## src/rtl/mips_pkg.sv

```systemverilog
// Shared MIPS encoding constants, decoded-instruction type and field decoder
// for the fetch/decode boundary.
package mips_pkg;

    localparam int unsigned INSTR_W  = 32;
    localparam int unsigned OPCODE_W = 6;
    localparam int unsigned REG_W    = 5;
    localparam int unsigned FUNCT_W  = 6;
    localparam int unsigned IMM_W    = 16;

    localparam logic [OPCODE_W-1:0] OP_RTYPE = 6'h00;
    localparam logic [OPCODE_W-1:0] OP_BEQ   = 6'h04;
    localparam logic [OPCODE_W-1:0] OP_BNE   = 6'h05;

    localparam int unsigned OPCODE_LSB = 26;
    localparam int unsigned RS_LSB     = 21;
    localparam int unsigned RT_LSB     = 16;
    localparam int unsigned RD_LSB     = 11;
    localparam int unsigned SHAMT_LSB  = 6;
    localparam int unsigned FUNCT_LSB  = 0;
    localparam int unsigned IMM_LSB    = 0;

    typedef struct packed {
        logic [OPCODE_W-1:0] opcode;
        logic [REG_W-1:0]    r_reg1;
        logic [REG_W-1:0]    r_reg2;
        logic [REG_W-1:0]    w_reg;
        logic [REG_W-1:0]    shift;
        logic [FUNCT_W-1:0]  funct;
        logic [IMM_W-1:0]    inst_16bit;
        logic                is_branch;
    } decoded_t;

    // R-type writes rd, every other format writes rt
    function automatic decoded_t decode(input logic [INSTR_W-1:0] instr);
        decoded_t d;
        d.opcode     = instr[OPCODE_LSB +: OPCODE_W];
        d.r_reg1     = instr[RS_LSB +: REG_W];
        d.r_reg2     = instr[RT_LSB +: REG_W];
        d.w_reg      = (d.opcode == OP_RTYPE) ? instr[RD_LSB +: REG_W]
                                              : instr[RT_LSB +: REG_W];
        d.shift      = instr[SHAMT_LSB +: REG_W];
        d.funct      = instr[FUNCT_LSB +: FUNCT_W];
        d.inst_16bit = instr[IMM_LSB +: IMM_W];
        d.is_branch  = (d.opcode == OP_BEQ) || (d.opcode == OP_BNE);
        return d;
    endfunction

endpackage

```

## src/rtl/if_id_skid_buf.sv

```systemverilog
// Valid/ready holding buffer between fetch and decode.
// IF_ID_SKID_EN selects a two-entry (main + skid) buffer with registered in_ready.
module if_id_skid_buf #(
    parameter int unsigned W = 64
) (
    input  logic         clk,
    input  logic         rst_n,
    input  logic         in_valid,
    output logic         in_ready,
    input  logic [W-1:0] in_data,
    input  logic         flush,
    output logic         out_valid,
    input  logic         out_ready,
    output logic [W-1:0] out_data
);

    logic         main_v_q, main_v_n;
    logic [W-1:0] main_d_q, main_d_n;
    logic         in_fire, out_fire;

    assign out_valid = main_v_q;
    assign out_data  = main_d_q;
    assign in_fire   = in_valid && in_ready;
    assign out_fire  = main_v_q && out_ready;

`ifdef IF_ID_SKID_EN
    logic         skid_v_q, skid_v_n;
    logic [W-1:0] skid_d_q, skid_d_n;
    logic         ready_q;

    // ready_q mirrors "fewer than two entries held"; flush still blocks intake
    assign in_ready = ready_q && !flush;

    always_comb begin
        main_v_n = main_v_q;
        main_d_n = main_d_q;
        skid_v_n = skid_v_q;
        skid_d_n = skid_d_q;
        if (flush) begin
            main_v_n = 1'b0;
            skid_v_n = 1'b0;
        end else if (out_fire || !main_v_q) begin
            if (skid_v_q) begin
                main_v_n = 1'b1;
                main_d_n = skid_d_q;
                skid_v_n = in_fire;
                if (in_fire) begin
                    skid_d_n = in_data;
                end
            end else begin
                main_v_n = in_fire;
                if (in_fire) begin
                    main_d_n = in_data;
                end
            end
        end else if (in_fire) begin
            skid_v_n = 1'b1;
            skid_d_n = in_data;
        end
    end

    always_ff @(posedge clk or negedge rst_n) begin
        if (!rst_n) begin
            main_v_q <= 1'b0;
            main_d_q <= '0;
            skid_v_q <= 1'b0;
            skid_d_q <= '0;
            ready_q  <= 1'b0;
        end else begin
            main_v_q <= main_v_n;
            main_d_q <= main_d_n;
            skid_v_q <= skid_v_n;
            skid_d_q <= skid_d_n;
            ready_q  <= !(main_v_n && skid_v_n);
        end
    end
`else
    logic live_q;

    // Single entry: refill in the same cycle the held word leaves
    assign in_ready = live_q && !flush && (!main_v_q || out_ready);

    always_comb begin
        main_v_n = main_v_q;
        main_d_n = main_d_q;
        if (flush) begin
            main_v_n = 1'b0;
        end else if (in_fire) begin
            main_v_n = 1'b1;
            main_d_n = in_data;
        end else if (out_fire) begin
            main_v_n = 1'b0;
        end
    end

    always_ff @(posedge clk or negedge rst_n) begin
        if (!rst_n) begin
            main_v_q <= 1'b0;
            main_d_q <= '0;
            live_q   <= 1'b0;
        end else begin
            main_v_q <= main_v_n;
            main_d_q <= main_d_n;
            live_q   <= 1'b1;
        end
    end
`endif

endmodule

```

## src/rtl/if_id_stage.sv

```systemverilog
// IF/ID pipeline register: buffers fetched PC/instruction pairs, decodes the
// held word and computes the branch target. Optional skid buffer: IF_ID_SKID_EN.
module if_id_stage
    import mips_pkg::*;
#(
    parameter int unsigned PC_W = 32
) (
    input  logic            clk,
    input  logic            rst_n,
    input  logic            in_valid,
    output logic            in_ready,
    input  logic [PC_W-1:0] in_pc,
    input  logic [PC_W-1:0] in_instr,
    input  logic            flush,
    output logic            out_valid,
    input  logic            out_ready,
    output logic [PC_W-1:0] out_pc,
    output logic [PC_W-1:0] out_pc_plus4,
    output logic [5:0]      opcode,
    output logic [4:0]      r_reg1,
    output logic [4:0]      r_reg2,
    output logic [4:0]      w_reg,
    output logic [4:0]      shift,
    output logic [5:0]      funct,
    output logic [15:0]     inst_16bit,
    output logic [PC_W-1:0] imm_sext,
    output logic            is_branch,
    output logic [PC_W-1:0] branch_target,
    output logic [7:0]      bubble_cnt
);

    localparam int unsigned BUF_W = 2 * PC_W;

    logic [BUF_W-1:0] buf_in, buf_out;
    logic [PC_W-1:0]  held_pc, held_instr, held_pc4, held_imm;
    decoded_t         dec;

    assign buf_in = {in_pc, in_instr};

    if_id_skid_buf #(
        .W (BUF_W)
    ) u_buf (
        .clk       (clk),
        .rst_n     (rst_n),
        .in_valid  (in_valid),
        .in_ready  (in_ready),
        .in_data   (buf_in),
        .flush     (flush),
        .out_valid (out_valid),
        .out_ready (out_ready),
        .out_data  (buf_out)
    );

    assign held_pc    = buf_out[BUF_W-1:PC_W];
    assign held_instr = buf_out[PC_W-1:0];

    always_comb begin
        dec      = decode(held_instr[INSTR_W-1:0]);
        held_pc4 = held_pc + PC_W'(4);
        held_imm = {{(PC_W-IMM_W){dec.inst_16bit[IMM_W-1]}}, dec.inst_16bit};
    end

    // Everything downstream sees is forced to zero while nothing is held
    always_comb begin
        out_pc        = '0;
        out_pc_plus4  = '0;
        opcode        = '0;
        r_reg1        = '0;
        r_reg2        = '0;
        w_reg         = '0;
        shift         = '0;
        funct         = '0;
        inst_16bit    = '0;
        imm_sext      = '0;
        is_branch     = 1'b0;
        branch_target = '0;
        if (out_valid) begin
            out_pc        = held_pc;
            out_pc_plus4  = held_pc4;
            opcode        = dec.opcode;
            r_reg1        = dec.r_reg1;
            r_reg2        = dec.r_reg2;
            w_reg         = dec.w_reg;
            shift         = dec.shift;
            funct         = dec.funct;
            inst_16bit    = dec.inst_16bit;
            imm_sext      = held_imm;
            is_branch     = dec.is_branch;
            branch_target = held_pc4 + (held_imm << 2);
        end
    end

    // Saturating count of empty output cycles
    always_ff @(posedge clk or negedge rst_n) begin
        if (!rst_n) begin
            bubble_cnt <= 8'd0;
        end else if (!out_valid && (bubble_cnt != 8'hFF)) begin
            bubble_cnt <= bubble_cnt + 8'd1;
        end
    end

endmodule

```

## config.mk

```make
export PLATFORM = sky130hd
export DESIGN_NAME = if_id_stage
export DESIGN_NICKNAME = d
export VERILOG_FILES = /design/src/rtl/mips_pkg.sv /design/src/rtl/if_id_skid_buf.sv /design/src/rtl/if_id_stage.sv
export SDC_FILE = /design/constraint.sdc
export NUM_CORES = 1
export LEC_CHECK = 0
export BUFFER_PORTS_ARGS = -buffer_cell sky130_fd_sc_hd__buf_2
export CORE_ASPECT_RATIO = 0.9
export CORE_MARGIN = 2
export CORE_UTILIZATION = 40
export DETAILED_ROUTE_END_ITERATION = 10
export GPL_TIMING_DRIVEN = 0
export MAX_ROUTING_LAYER = met4
export PLACE_DENSITY_LB_ADDON = 0.1
export SLEW_MARGIN = 5
export SYNTH_ARGS = -nofsm -noshare
export SYNTH_HDL_FRONTEND = slang
export SYNTH_HIERARCHICAL = 1
export SYNTH_SLANG_ARGS = --single-unit
```

## constraint.sdc

```tcl
create_clock -name clk -period 6.6 [get_ports clk]
set_clock_uncertainty 0.15 [all_clocks]
set_input_delay 1.32 -clock clk [delete_from_list [all_inputs] [get_ports clk]]
set_output_delay 1.32 -clock clk [all_outputs]
set_load 0.005 [all_outputs]
```

==> flow_summary.json <==
{
  "status": "complete, no violations",
  "avgViaCountPerCell": 4.954,
  "max_cap_viol_count": 0,
  "path_cells": "nand4_2, nor3_2, nand4_2, nor2_1, nand3_1, xnor2_1, ha_1, buf_4, a21o_1, a21o_1, a21o_1, a221o_1, a41oi_1, mux2i_1, buf_2",
  "cpLargestDelayFamily": "simple AND/OR/NAND/NOR gates",
  "worst_hold_path_type": "reg2reg",
  "ir_worst_vdd_uv": 155.5,
  "dr.pass1.iters": 5,
  "netlist_area_mm2": 0.006521,
  "cpMostUsedCell": "a21o_1",
  "rr_worst_depth": 5,
  "final_cells": 1164,
  "synthesis.nets": 791,
  "whs_endpoint": "bubble_cnt[6]",
  "p_leak_nw": 4.648,
  "die_w_um": 138.6,
  "min_period_over_period_pct": 87.30,
  "total_power_w": 0.002402,
  "tightest_slew_ps": 746.4,
  "syn_area_per_cell_um2": 9.520,
  "wl_met2_um": 8623,
  "grt_overflow": 0,
  "crit_required_ps": 5130,
  "hp-start": "bubble_cnt[6]",
  "async_reset_ff_share_pct": 100.0,
  "synth-seq-area-share_pct": 28.40,
  "power_density_mw_per_mm2": 285.8,
  "min_period_ps": 5762,
  "post-route-util_pct": 52.46,
  "nets": 1058,
  "place.gp.congestion": 0.9218,
  "yosysWarnings": 6,
  "drv_slew": 0,
  "clk_pin_slew_ps": 60,
  "synth-seq-cells": 74,
  "design_area_mm2": 0.008404,
  "cts_made_buffers": 9,
  "drive_gt1_share_pct": 42.15,
  "dr.max_layer_used": "met4",
  "die_area_mm2": 0.01734,
  "fmax_ghz": 0.1736,
  "multi_input_area_mm2": 0.004135,
  "pin_count": 256,
  "cts_root_buffer": "clkbuf_16",
  "track_usage_pct": 23.13,
  "cts.sinks": 74,
  "crit_path_end_kind": "output port",
  "cts_setup_buffers": 0,
  "vias": 5767,
  "grt_first_pass_wirelength_um": 30880,
  "cts_buffer_depth": 2,
  "wl_met3_um": 1203,
  "slowest_stage": "dfrtp_1",
  "slowest_delay_ps": 490,
  "ctsHoldBuffers": 0,
  "grt_pass1_vias": 5643,
  "grt_start_max_net_pins": 47,
  "timing.rr.start": "u_buf/out_valid",
  "placed_area_mm2": 0.008087,
  "h-tree-depth": 3,
  "holdPathStages": 1,
  "drc": 0,
  "register_area_mm2": 0.001852,
  "finalHoldViolCount": 0,
  "start_kind": "register",
  "initial_core_util_pct": 40.71,
  "dpl.hpwl_um": 15910,
  "area_delta_synth_final_pct": 28.88,
  "cts_tree": "yes",
  "row_count": 44,
  "drt_iter0_drc": 273,
  "reg2reg_slack_ps": 4730,
  "worstSetupPathType": "reg2out",
  "antenna_left": 0,
  "most-common-layout-cells": "buf_2, and2_1, dfrtp_1",
  "ys.flop_type": "dfrtp_1",
  "layout_commonest_cell": "buf_2",
  "setup_violations": 0,
  "synth_cell_types": 59,
  "die_h_um": 125.1,
  "arrival_ps": 4290,
  "insertion_delay_ps": 340,
  "cts_resized": 0,
  "m1WireLength_um": 9413,
  "placed_cells": 1148,
  "r2r_end": "bubble_cnt[5]",
  "antenna_found_initial": 0,
  "tns_ps": 0,
  "slew_headroom_pct": 50.24,
  "drt_wl_total_um": 19610,
  "n_fill_cell": 1548,
  "core_area_mm2": 0.01602,
  "place.port_buffers": 255,
  "synth_edf_count": 0,
  "crit_buf_inv": 2,
  "wire_per_inst_um": 16.84,
  "syn_inst": 685,
  "path_max_fanout": 8,
  "rsz0062_at_grt": "false"
}
[synth_stat cells, types with 2 or more instances]
| library cell | count | area, um^2 |
|---|---|---|
| nand3b_1 | 2 | 15.01 |
| buf_4 | 48 | 360.4 |
| buf_6 | 6 | 67.56 |
| o211ai_1 | 4 | 30.03 |
| mux2i_1 | 11 | 110.1 |
| dfrtp_1 | 74 | 1852 |
| clkbuf_1 | 18 | 67.56 |
| or2_2 | 2 | 12.51 |
| nand2b_1 | 8 | 50.05 |
| nand3_1 | 18 | 90.09 |
| a21o_1 | 11 | 82.58 |
| mux2_4 | 49 | 735.7 |
| o21a_1 | 4 | 30.03 |
| a211o_1 | 2 | 17.52 |
| nor2_1 | 24 | 90.09 |
| nand2_1 | 49 | 183.9 |
| o21ai_0 | 18 | 90.09 |
| o21bai_1 | 6 | 45.04 |
| nor3_1 | 4 | 20.02 |
| a21oi_1 | 23 | 115.1 |
| a41o_1 | 2 | 20.02 |
| and3_1 | 11 | 68.82 |
| inv_1 | 9 | 33.78 |
| nand4_1 | 10 | 62.56 |
| a31oi_1 | 6 | 37.54 |
| xor2_1 | 15 | 131.4 |
| and4_1 | 2 | 17.52 |
| mux2_2 | 16 | 180.2 |
| and3b_1 | 4 | 35.03 |
| nor2b_1 | 10 | 62.56 |
| or3_1 | 3 | 18.77 |
| ha_1 | 36 | 450.4 |
| nor3b_1 | 2 | 15.01 |
| nand4_2 | 2 | 25.02 |
| a211oi_1 | 5 | 37.54 |
| xnor2_1 | 39 | 341.6 |
| and2_1 | 110 | 688.2 |
[logic make-up (layout without fill, tap and decap cells)]
| family | Yosys count | after routing | synth area share [%] |
|---|---|---|---|
| adders and majority gates | 37 | 37 | 7.214 |
| xor gates and xnor gates | 54 | 54 | 7.253 |
| AOI/OAI and AO/OA | 95 | 95 | 9.978 |
| and+or+nand+nor | 266 | 266 | 23.18 |
| buffers and inverters | 82 | 353 | 8.192 |
| other | 1 | 2 | 0.05750 |
| muxes | 76 | 76 | 15.73 |
| DFF | 74 | 74 | 28.40 |
[layer usage]
| layer | vias up | global-route usage (%) |
|---|---|---|
| li1 | 2861 | - |
| met1 | 2686 | 31.93 |
| met2 | 194 | 34.51 |
| met3 | 26 | 4.979 |
| met4 | 0 | 6.122 |
| met5 | - | - |
[sequential cells by signal, indices dropped and copies added, names as in the netlist]
register and flops:
u_buf/out_data 64, bubble_cnt 8, u_buf/live_q 1, u_buf/out_valid 1
[how the worst max path moves through the flow]
stage | slack [ps] | start | cells past startpoint | to
6_report | 840 | u_buf/out_data[40] | 15 | branch_target[28]
3_5_place_dp | 1200 | u_buf/out_data[40] | 15 | branch_target[28]
5_1_grt | 520 | u_buf/out_data[36] | 14 | branch_target[28]
3_3_place_gp | 1180 | u_buf/out_data[40] | 16 | branch_target[31]
4_1_cts | 790 | u_buf/out_data[40] | 15 | branch_target[28]
2_1_floorplan | 1960 | u_buf/out_data[40] | 14 | branch_target[28]
[report_power, final]
group          internal (W)  total [W]  switching, W
clock              0.000330   0.000530      0.000200
sequential         0.000558   0.000696      0.000138
combinational      0.000582    0.00118      0.000594
total               0.00147    0.00240      0.000932
[area by class of cell]
type | count | area share (%)
multi-input combinational | 529 | 49.20
sequential | 74 | 22.03
timing repair buffer | 256 | 15.54
buffer | 73 | 5.955
tap | 207 | 3.082
clock buffer | 9 | 2.680
clock inverter | 6 | 1.072
inverter | 9 | 0.4020
antenna | 1 | 0.02978
[stage by stage]
step,hold WS (ps),worst slack (ps)
2_1_floorplan,323.5,1959
3_3_place_gp,336.7,1180
3_5_place_dp,333.2,1196
4_1_cts,344.1,792.5
5_1_grt,359.8,519.7
6_report,342.9,838.4
No activity file was read; power rests on OpenSTA's default activity.
